`config.mk`:
```
export PLATFORM = sky130hd
export DESIGN_NAME = mem_arbiter
export DESIGN_NICKNAME = d
export VERILOG_FILES = /design/src/rtl/mem_arbiter.sv
export SDC_FILE = /design/constraint.sdc
export NUM_CORES = 1
export LEC_CHECK = 0
export BUFFER_PORTS_ARGS = -buffer_cell sky130_fd_sc_hd__buf_2
export CAP_MARGIN = 5
export CORE_MARGIN = 2
export CORE_UTILIZATION = 49
export CTS_BUF_LIST = sky130_fd_sc_hd__clkbuf_4 sky130_fd_sc_hd__clkbuf_8
export DETAILED_ROUTE_END_ITERATION = 7
export PLACE_DENSITY = 0.83
export SYNTH_ARGS = -nofsm -noshare
export SYNTH_HDL_FRONTEND = slang
export SYNTH_SLANG_ARGS = --single-unit
```
`constraint.sdc`:
```
create_clock -name clk -period 4.9 [get_ports clk]
set_input_delay 0.49 -clock clk [delete_from_list [all_inputs] [get_ports clk]]
set_output_delay 0.49 -clock clk [all_outputs]
set_load 0.01 [all_outputs]
```
`src/rtl/mem_arbiter.sv`:
```
// mem_arbiter: shares one single-ported backing memory between the instruction-fetch
// port and the data port. Each access is sequenced IDLE -> BUSY (RAM_LAT cycles) -> DONE,
// and DONE produces a one-cycle ready pulse on the owning port.
//
// Ports
//   clk, reset                  clock, asynchronous active-high reset
//   if_req/if_addr              fetch request (held until if_ready) and address
//   if_rdata/if_ready           fetched word and one-cycle completion pulse
//   mem_req/mem_we/mem_addr/
//   mem_wdata                   data request, write enable, address and write data
//   mem_rdata/mem_ready/
//   mem_fault                   read data, completion pulse, unallocated-address flag
//   ram_en/ram_we/ram_addr/
//   ram_wdata/ram_rdata         backing-memory interface
//
// Optional feature: define MEM_ARB_SEGCHECK_EN to check data-port addresses against
// the text, data and stack segments. An out-of-segment data access skips the memory
// and completes with mem_fault = 1. Without the macro, mem_fault is tied to 0.
module mem_arbiter #(
  parameter int unsigned RAM_LAT    = 1,
  parameter int unsigned STREAK     = 4,
  parameter logic [31:0] TEXT_BASE  = 32'h0000_0000,
  parameter logic [31:0] TEXT_TOP   = 32'h0000_03FF,
  parameter logic [31:0] DATA_BASE  = 32'h0000_0400,
  parameter logic [31:0] DATA_TOP   = 32'h0000_0401,
  parameter logic [31:0] STACK_BASE = 32'h007F_F000,
  parameter logic [31:0] STACK_TOP  = 32'h007F_FFFF
) (
  input  logic        clk,
  input  logic        reset,
  input  logic        if_req,
  input  logic [31:0] if_addr,
  output logic [31:0] if_rdata,
  output logic        if_ready,
  input  logic        mem_req,
  input  logic        mem_we,
  input  logic [31:0] mem_addr,
  input  logic [31:0] mem_wdata,
  output logic [31:0] mem_rdata,
  output logic        mem_ready,
  output logic        mem_fault,
  output logic        ram_en,
  output logic        ram_we,
  output logic [31:0] ram_addr,
  output logic [31:0] ram_wdata,
  input  logic [31:0] ram_rdata
);

`ifdef MEM_ARB_SEGCHECK_EN
  localparam bit SegCheck = 1'b1;
`else
  localparam bit SegCheck = 1'b0;
`endif

  localparam int unsigned CntW = (RAM_LAT > 1) ? $clog2(RAM_LAT) : 1;
  localparam int unsigned StrW = (STREAK > 0) ? $clog2(STREAK + 1) : 1;
  localparam logic [CntW-1:0] CntLast   = CntW'(RAM_LAT - 1);
  localparam logic [StrW-1:0] StreakMax = StrW'(STREAK);

  typedef enum logic [1:0] {StIdle, StBusy, StDone} state_e;

  state_e          state_q, state_d;
  logic [CntW-1:0] cnt_q, cnt_d;
  logic [StrW-1:0] streak_q, streak_d;
  logic            owner_data_q, owner_data_d;  // 1 = data port owns the access
  logic            if_ready_q, if_ready_d;
  logic            mem_ready_q, mem_ready_d;
  logic            mem_fault_q, mem_fault_d;
  logic            ram_en_q, ram_en_d;
  logic            ram_we_q, ram_we_d;
  logic [31:0]     ram_addr_q, ram_addr_d;
  logic [31:0]     ram_wdata_q, ram_wdata_d;
  logic [31:0]     if_rdata_q, if_rdata_d;
  logic [31:0]     mem_rdata_q, mem_rdata_d;

  logic seg_hit;
  logic grant_fetch;

  assign seg_hit = ((mem_addr >= TEXT_BASE)  && (mem_addr <= TEXT_TOP))  ||
                   ((mem_addr >= DATA_BASE)  && (mem_addr <= DATA_TOP))  ||
                   ((mem_addr >= STACK_BASE) && (mem_addr <= STACK_TOP));

  // Data has priority unless fetch has already waited out a full streak.
  assign grant_fetch = if_req && (!mem_req || (streak_q == StreakMax));

  always_comb begin
    state_d      = state_q;
    cnt_d        = cnt_q;
    streak_d     = streak_q;
    owner_data_d = owner_data_q;
    if_ready_d   = 1'b0;
    mem_ready_d  = 1'b0;
    mem_fault_d  = 1'b0;
    ram_en_d     = ram_en_q;
    ram_we_d     = ram_we_q;
    ram_addr_d   = ram_addr_q;
    ram_wdata_d  = ram_wdata_q;
    if_rdata_d   = if_rdata_q;
    mem_rdata_d  = mem_rdata_q;

    unique case (state_q)
      StIdle: begin
        if (if_req || mem_req) begin
          state_d  = StBusy;
          cnt_d    = '0;
          ram_en_d = 1'b1;
          if (grant_fetch) begin
            owner_data_d = 1'b0;
            streak_d     = '0;
            ram_we_d     = 1'b0;
            ram_addr_d   = if_addr;
            ram_wdata_d  = '0;
          end else begin
            owner_data_d = 1'b1;
            // Only count data grants that actually made fetch wait.
            if (if_req) begin
              streak_d = (streak_q == StreakMax) ? streak_q : streak_q + 1'b1;
            end else begin
              streak_d = '0;
            end
            ram_we_d    = mem_we;
            ram_addr_d  = mem_addr;
            ram_wdata_d = mem_wdata;
            if (SegCheck && !seg_hit) begin
              // Unallocated address: never touch memory, complete immediately.
              state_d     = StDone;
              ram_en_d    = 1'b0;
              ram_we_d    = 1'b0;
              mem_ready_d = 1'b1;
              mem_fault_d = 1'b1;
              mem_rdata_d = 'x;
            end
          end
        end
      end
      StBusy: begin
        cnt_d = cnt_q + 1'b1;
        if (cnt_q == CntLast) begin
          state_d  = StDone;
          cnt_d    = '0;
          ram_en_d = 1'b0;
          ram_we_d = 1'b0;
          if (owner_data_q) begin
            mem_rdata_d = ram_rdata;
            mem_ready_d = 1'b1;
          end else begin
            if_rdata_d = ram_rdata;
            if_ready_d = 1'b1;
          end
        end
      end
      StDone: begin
        // No grant here so a still-held request is not accepted twice.
        state_d = StIdle;
      end
      default: begin
        state_d  = StIdle;
        ram_en_d = 1'b0;
        ram_we_d = 1'b0;
      end
    endcase
  end

  always_ff @(posedge clk or posedge reset) begin
    if (reset) begin
      state_q      <= StIdle;
      cnt_q        <= '0;
      streak_q     <= '0;
      owner_data_q <= 1'b0;
      if_ready_q   <= 1'b0;
      mem_ready_q  <= 1'b0;
      mem_fault_q  <= 1'b0;
      ram_en_q     <= 1'b0;
      ram_we_q     <= 1'b0;
      ram_addr_q   <= '0;
      ram_wdata_q  <= '0;
      if_rdata_q   <= '0;
      mem_rdata_q  <= '0;
    end else begin
      state_q      <= state_d;
      cnt_q        <= cnt_d;
      streak_q     <= streak_d;
      owner_data_q <= owner_data_d;
      if_ready_q   <= if_ready_d;
      mem_ready_q  <= mem_ready_d;
      mem_fault_q  <= mem_fault_d;
      ram_en_q     <= ram_en_d;
      ram_we_q     <= ram_we_d;
      ram_addr_q   <= ram_addr_d;
      ram_wdata_q  <= ram_wdata_d;
      if_rdata_q   <= if_rdata_d;
      mem_rdata_q  <= mem_rdata_d;
    end
  end

  assign if_rdata  = if_rdata_q;
  assign if_ready  = if_ready_q;
  assign mem_rdata = mem_rdata_q;
  assign mem_ready = mem_ready_q;
  assign mem_fault = SegCheck ? mem_fault_q : 1'b0;
  assign ram_en    = ram_en_q;
  assign ram_we    = ram_we_q;
  assign ram_addr  = ram_addr_q;
  assign ram_wdata = ram_wdata_q;

endmodule
```
== Yosys cells after proc, flatten, opt, wreduce, memory -nomap -nowiden ==
Cells that the tools add are included.

* Register bits: 139
* Input bits: 133
* Output and inout bits: 133
* Word-level logic and storage cells: 60

* $add $sub $neg: 2
* Equality and inequality tests: 6
* Muxes and demuxes: 24
* Bitwise gates (word level): 3
* Reduce and logical (&&, ||, !) cells: 13

{| class="wikitable"
|+ Operators by type and width
! operator !! number
|-
| 32-bit two-way mux || 2
|-
| 1-bit two-way mux || 13
|-
| 3-bit AND reduction || 4
|-
| 3-bit two-way mux || 3
|-
| 1-bit one-hot mux with 3 select lines || 2
|-
| 2-bit AND reduction || 3
|-
| 2-bit two-way mux || 2
|-
| 2-bit inequality test, second input constant || 2
|-
| 2-bit one-hot mux with 2 select lines || 1
|-
| 3-bit by 1-bit adder with 3-bit output, second input constant || 1
|-
| 3-bit equality test, second input constant || 1
|-
| 3-bit inequality test, second input constant || 1
|-
| 1-bit NOT || 3
|-
| 2-bit by 1-bit equality test with 1-bit output, second input constant || 1
|-
| 2-bit equality test, second input constant || 1
|-
| 2-bit logical NOT || 1
|-
| 1-bit logical OR || 2
|-
| 1-bit one-hot mux with 2 select lines || 1
|-
| 2-bit nonzero test || 1
|-
| 1-bit adder, second input constant || 1
|-
| 1-bit logical AND || 1
|-
| 1-bit logical NOT || 1
|}

== Longest topological paths before layout ==
Gate-level depths: netlist of run 1.

* Word-level depth: 6
* Depth in mapped cells: 7
* Mapped depth without buffers: 5

== Worst setup path before layout of run 1 ==
Ideal clock, no wire load.

* Kind: register to register
* From: register streak_q[0]
* To: register ram_addr_q[23], in the netlist ram_addr[23]
* Setup time: 131 ps
* Arrival: 1305 ps
* Required time: 4769 ps
* Path slack: 3464 ps
* Stages on the path, launching flop included: 7
* Buffers on the path: 1
* Period minus slack after synthesis: 1436 ps
* Path through: dfrtp_1 > inv_1 > ha_1 > a21bo_2 > buf_2 > a311oi_1 > a2bb2oi_1

* Word-level cells in the longest chain between the ends: 4

{| class="wikitable"
|+ RTL lines
! element !! line !! text
|-
| start, declared || 64 || <nowiki>logic [StrW-1:0] streak_q, streak_d;</nowiki>
|-
| start signal, assigned || 182 || <nowiki>streak_q <= streak_d;</nowiki>
|-
| 3-bit equality test || 84 || <nowiki>assign grant_fetch = if_req && (!mem_req || (streak_q == StreakMax));</nowiki>
|-
| 1-bit logical OR || 84 ||
|-
| 1-bit logical AND || 84 ||
|-
| 32-bit two-way mux || 107 || <nowiki>if (grant_fetch) begin</nowiki>
|-
| end signal, assigned || 189 || <nowiki>ram_addr_q <= ram_addr_d;</nowiki>
|-
| end, declared || 71 || <nowiki>logic [31:0] ram_addr_q, ram_addr_d;</nowiki>
|}

No other way between the ends.
A chain may end at the register's enable or synchronous reset.

== Final worst setup path of run 1 ==
* From: register state_q[0]
* To: register ram_addr_q[20], in the netlist ram_addr[20]

* Word-level cells in the longest chain between the ends: 2

{| class="wikitable"
|+ RTL lines
! element !! line !! text
|-
| start, declared || 62 || <nowiki>state_e state_q, state_d;</nowiki>
|-
| start signal, assigned || 166 || <nowiki>state_q <= StIdle;</nowiki>
|-
| start signal, assigned || 180 || <nowiki>state_q <= state_d;</nowiki>
|-
| 2-bit logical NOT || 101 || <nowiki>unique case (state_q)</nowiki>
|-
| 2-bit AND reduction (no source line) || - ||
|}

No other way between the ends.

==> out/results.tsv, run 1 <==
metric	value	unit
clk root buf	clkbuf_8	
layout cell share with drive strength beyond 1	51.71	%
CTS Buf Count	17	
Syn-to-layout area delta	28.34	%
vias in the first global route	4838	
total gr overflow	0	
switching fraction of total power	36.31	%
final antenna-violating net count	0	
Final Max Tran Viols	0	
Global Route Usage Sum	23.99	%
CTS tree	yes	
MaxCap Viol Count	0	
critical path class	reg -> reg	
Clock Pin Slew Worst Setup and Hold Paths	0.07	ns
Initial Util	50.16	%
Post-Route WL	15970	um
CTS sink cnt	138	
Clock Power Share	18.5	%
Worst Path Max Fanout	71	
Max Fclk	357.8	MHz
post-route minimum period	2.795	ns
PD cells	688.4	mW/mm2
Req. time, crit path	5.20	ns
antenna violations before repair	0	
first-pass GRT wire length	24770	um
Slew @ Worst Pin	1.212	ns
clk buf depth	2	
status	finished, final reports clean	
Worst Setup Start Kind	register	
final hold slack	0.2237	ns
Avg Cell Area, Syn	12.53	um2
most common cell after layout, fill and taps aside	buf_2	
Final nets	851	
Crit path arrival time	3.09	ns
later-pin clock latency in the skew report	0.43	ns
Yosys reg bits	138	
chip height	114.7	um
DP Wirelength	10620	um
top_reg_cell synth	dfrtp_1	
Net Switching	1.925	mW
path depth of the worst reg2reg path	4	
CTS hold repair buffers	0	
1st-pass router iterations	5	
gp weighted congestion	0.8193	
IO buf count	264	
I/O Pins	266	
post-DR wirelength/cell	18.24	um
Die X	114.7	um
Max-slew headroom	19.20	%
# rows	40	
worst clock skew	0.01100	ns
VDD IR max	0.3777	mV
power share of the combinational group	41.8	%
Async SR Flop Fraction	100.0	%
Setup Fix Bufs, Post-CTS	0	
EDFF count, synth	0	
# DRC	0	
Mapped Area	0.006000	mm2
sequential share of the synthesized area	57.56	%
Ys Warns	0	
period utilization	57.03	%
Mapped Cells	479	
Vias/cell	5.731	
sequential power share	39.7	%
DIE AREA	0.01314	mm2
largest net degree at the start of global routing	95	
syn_nets	614	
detailed-route via count	5020	
capturing point of the worst reg2reg path	ram_addr[20]	
CP endpoint kind	register	
leakage	3.665	nW
most frequent cells in the layout	buf_2, dfrtp_1, o21ai_0, mux2_2	
Hold Crit Class	in -> async	
Internal Power	3.376	mW
Worst R2R Setup Slack	2.11	ns
Unique masters post-synth	33	
post_cts resized	0	
r2r startpoint	state_q[0]	
H-tree Lvls	4	
Setup-failing EPs final	0	
Antenna Cells	0	
Layout fillers	918	
final hold vios	0	
initial detailed-routing violation count	477	
unrepaired setup endpoints after global routing	false	
Core Region	0.01196	mm2
TNS Setup	0	ns
-- cells in the mapped netlist, drive strengths merged (2+ instances only) --
library cell,instances,area share (%)
a2bb2oi,32,4.7
o21ai,135,11
a311oi,32,4.7
dfrtp,138,58
nor2,4,0.29
inv,6,0.38
buf,22,2.9
clkbuf,28,1.8
nand2,2,0.17
o211ai,2,0.25
nor2b,2,0.46
ha,2,0.42
mux2,64,14
-- registers in the layout (all words and copies together) (netlist names) --
| name | count |
|---|---|
| if_ready | 1 |
| ram_we | 1 |
| ram_wdata | 32 |
| state_q | 2 |
| if_rdata | 32 |
| ram_en | 1 |
| ram_addr | 32 |
| streak_q | 3 |
| mem_rdata | 32 |
| owner_data_q | 1 |
| mem_ready | 1 |
-- routing by layer --
metal / GRT usage [%] / vias to the layer above / share of wire [%]
met5: 0 / - / 0
met4: 9.675 / 0 / 2.3
met3: 5.135 / 34 / 6.5
met2: 39.33 / 253 / 51
met1: 31.15 / 2475 / 40
li1: - / 2258 / -
-- worst max path at each step --
stage,startpoint,to,depth (start not counted)
finish,state_q[0],ram_addr[20],4
global route,state_q[0],ram_addr[16],4
CTS,state_q[0],ram_addr[15],4
detailed placement,if_req,ram_addr[4],4
global placement,if_req,ram_addr[11],4
floorplan,reset,if_rdata[0],1
-- final cells by class --
| class | instances | area (um2) | area share [%] |
|---|---|---|---|
| Sequential cell | 138 | 3455 | 44.87 |
| Multi-Input combinational cell | 285 | 2257 | 29.31 |
| Timing Repair Buffer | 268 | 1351 | 17.55 |
| Clock buffer | 21 | 282.8 | 3.672 |
| Tap cell | 147 | 183.9 | 2.389 |
| Clock inverter | 11 | 142.6 | 1.852 |
| Inverter | 6 | 27.53 | 0.3575 |
-- critical path: stages, from the launching register on --
cell	delay, ns
dfrtp_2	1.16
nor2_2	0.14
o21ai_2	0.51
inv_2	0.57
a2bb2oi_1	0.27
-- power by group through the flow --
stage / Clock (mW) / Sequential, mW / Combinational [mW]
after global routing: 1.05 / 2.16 / 2.39
after detailed placement: 0 / 2.10 / 2.24
after CTS: 0.999 / 2.10 / 2.24
after global placement: 0 / 2.07 / 2.16
after floorplan: 0 / 2.25 / 1.26
final: 0.981 / 2.10 / 2.22
-- metrics by stage --
stage,util [%],area [um2],std cells,setup WS [ns],total power [mW]
floorplan,-,6000,479,0.7138,3.514
global placement,60.82,7274,844,2.113,4.228
detailed placement,60.82,7274,844,1.994,4.346
CTS,64.37,7700,876,2.121,5.333
global route,64.37,7700,876,1.902,5.603
finish,64.37,7700,876,2.105,5.301
-- cells by family (layout without fill, tap and decap cells) --
group	after synthesis	count (layout)	share of synthesized area (%)
other	1	1	0.06251
buffers and inverters	56	306	5.068
muxes	64	64	13.83
DFF	138	138	57.56
and+or+nand+nor	12	12	1.356
AOI/OAI and AO/OA	206	206	21.71
adders and majority gates	2	2	0.4170
No activity file was read; power rests on OpenSTA's default activity.
==> inputs of run 2 (changes only) <==
==> constraint.sdc (replaced) <==
create_clock -name clk -period 2.75 [get_ports clk]
set_input_delay 0.275 -clock clk [delete_from_list [all_inputs] [get_ports clk]]
set_output_delay 0.275 -clock clk [all_outputs]
set_load 0.01 [all_outputs]
==> run 2 against run 1 <==
Compared with the run above: critical path depth up 1; via count up 1.3%; setup slack worse by 1.2 ns; final area about the same; sequential power up 72%; cell count up 0.23%; combinational power up 87%; total power up 75%; die area unchanged; sequential share of layout area about the same; critical path type unchanged; largest power group unchanged.
==> out/results.tsv, run 2 (synthesized netlist as in run 1, its figures left out) <==
metric	value	unit
clk buf depth	2	
Clock Pin Slew Worst Setup and Hold Paths	0.08	ns
setup ws final	0.8749	ns
Final Max Tran Viols	0	
DP Worst Slack	0.8617	ns
detailed-route via count	5087	
CP endpoint kind	register	
Die X	114.7	um
Vias/cell	5.794	
CTS tree	yes	
CTS hold repair buffers	0	
Placed Area	0.007341	mm2
1st-pass router iterations	5	
Max Fclk	533.3	MHz
fin util	64.39	%
DIE AREA	0.01314	mm2
post_cts resized	0	
worst clock skew	0.01253	ns
final hold vios	0	
total power	9.282	mW
vias in the first global route	5162	
IO buf count	264	
Worst Setup Start Kind	register	
most frequent cells in the layout	buf_2, dfrtp_1, o21ai_0, mux2_2	
Setup Fix Bufs, Post-CTS	0	
WP buf/inv	2	
# rows	40	
CTS sink cnt	138	
MaxCap Viol Count	0	
antenna violations before repair	0	
later-pin clock latency in the skew report	0.44	ns
first-pass GRT wire length	25320	um
slowest CP cell	inv_2	
status	finished, final reports clean	
leakage	3.668	nW
VDD IR max	0.5746	mV
Max-slew headroom	35.99	%
Global Route Usage Sum	24.54	%
crit path cell chain	buf_4 -> nor2_2 -> o21ai_2 -> inv_2 -> a2bb2oi_1	
FF/Latch Area	0.003455	mm2
post-DR wirelength/cell	18.22	um
Slew @ Worst Pin	0.9588	ns
H-tree Lvls	4	
largest net degree at the start of global routing	139	
layout cell share with drive strength beyond 1	51.85	%
Post-Route WL	16000	um
Worst Path Max Fanout	70	
Antenna Cells	0	
# DRC	0	
unrepaired setup endpoints after global routing	false	
initial detailed-routing violation count	643	
chip height	114.7	um
I/O Pins	266	
Initial Util	50.16	%
Final nets	855	
final hold slack	0.01825	ns
clk root buf	clkbuf_8	
CTS Buf Count	17	
DP Wirelength	10700	um
Syn-to-layout area delta	28.38	%
Crit path arrival time	2.23	ns
critical path class	reg -> reg	
Core Region	0.01196	mm2
most common cell after layout, fill and taps aside	buf_2	
post-route minimum period	1.875	ns
Multi-input gate area	0.002257	mm2
cell area after layout	0.007702	mm2
Non-Filler Instances	878	
Cells after DPL	848	
gp weighted congestion	0.7984	
Setup-failing EPs final	0	
Layout fillers	933	
total gr overflow	0	
final antenna-violating net count	0	
PD cells	1205	mW/mm2
Hold Crit Class	in -> async	
CP delay by family, top	buffers and inverters	
period utilization	68.19	%
Req. time, crit path	3.11	ns
TNS Setup	0	ns
Slowest Stage Delay on Critical Path	0.47	ns
run 2: cell types whose count changed in the layout (fill, tap and decap cells not counted):
cell       before  now
inv_6           2    0
buf_4           4    5
clkinv_2        4    5
buf_12          0    3
clkbuf_4        1    2
bufinv_16       3    1
run 2: worst paths after layout:
kind                               start            end  slack [ns]  cells after the start
setup / recovery              state_q[0]   ram_addr[21]        0.87                      5
hold / removal                     reset  ram_wdata[27]        0.02                      3
setup reg to reg              state_q[0]   ram_addr[21]        0.87                      5
hold reg to reg                   ram_en         ram_en        0.50                      2
max in group asynchronous          reset  mem_rdata[31]        2.12                      3
min in group clk           ram_rdata[11]   if_rdata[11]        0.08                      2
run 2: cell type report:
| type | count | share of cell area (%) |
|---|---|---|
| clock inverters | 8 | 0.9259 |
| well taps | 147 | 2.388 |
| flip-flops and latches | 138 | 44.85 |
| clock buffers | 22 | 3.769 |
| inverters | 6 | 0.3411 |
| repair buffers | 272 | 18.42 |
| multi-input cells | 285 | 29.30 |
run 2: where the power goes:
part	internal, mW	switching [mW]	leakage, nW
clock	0.790	0.736	0.191
sequential	3.04	0.567	1.64
combinational	2.05	2.10	1.84
run 2: worst register-to-register path: stages (launching register included):
cell	delay, ns
dfrtp_2	0.40
buf_4	0.32
nor2_2	0.27
o21ai_2	0.09
inv_2	0.47
a2bb2oi_1	0.26
run 2: layer usage:
layer	global-route usage [%]	part of all wire (%)
met5	0	0
met4	11.87	2.8
met3	5.294	6.4
met2	41.07	52
met1	30.26	39
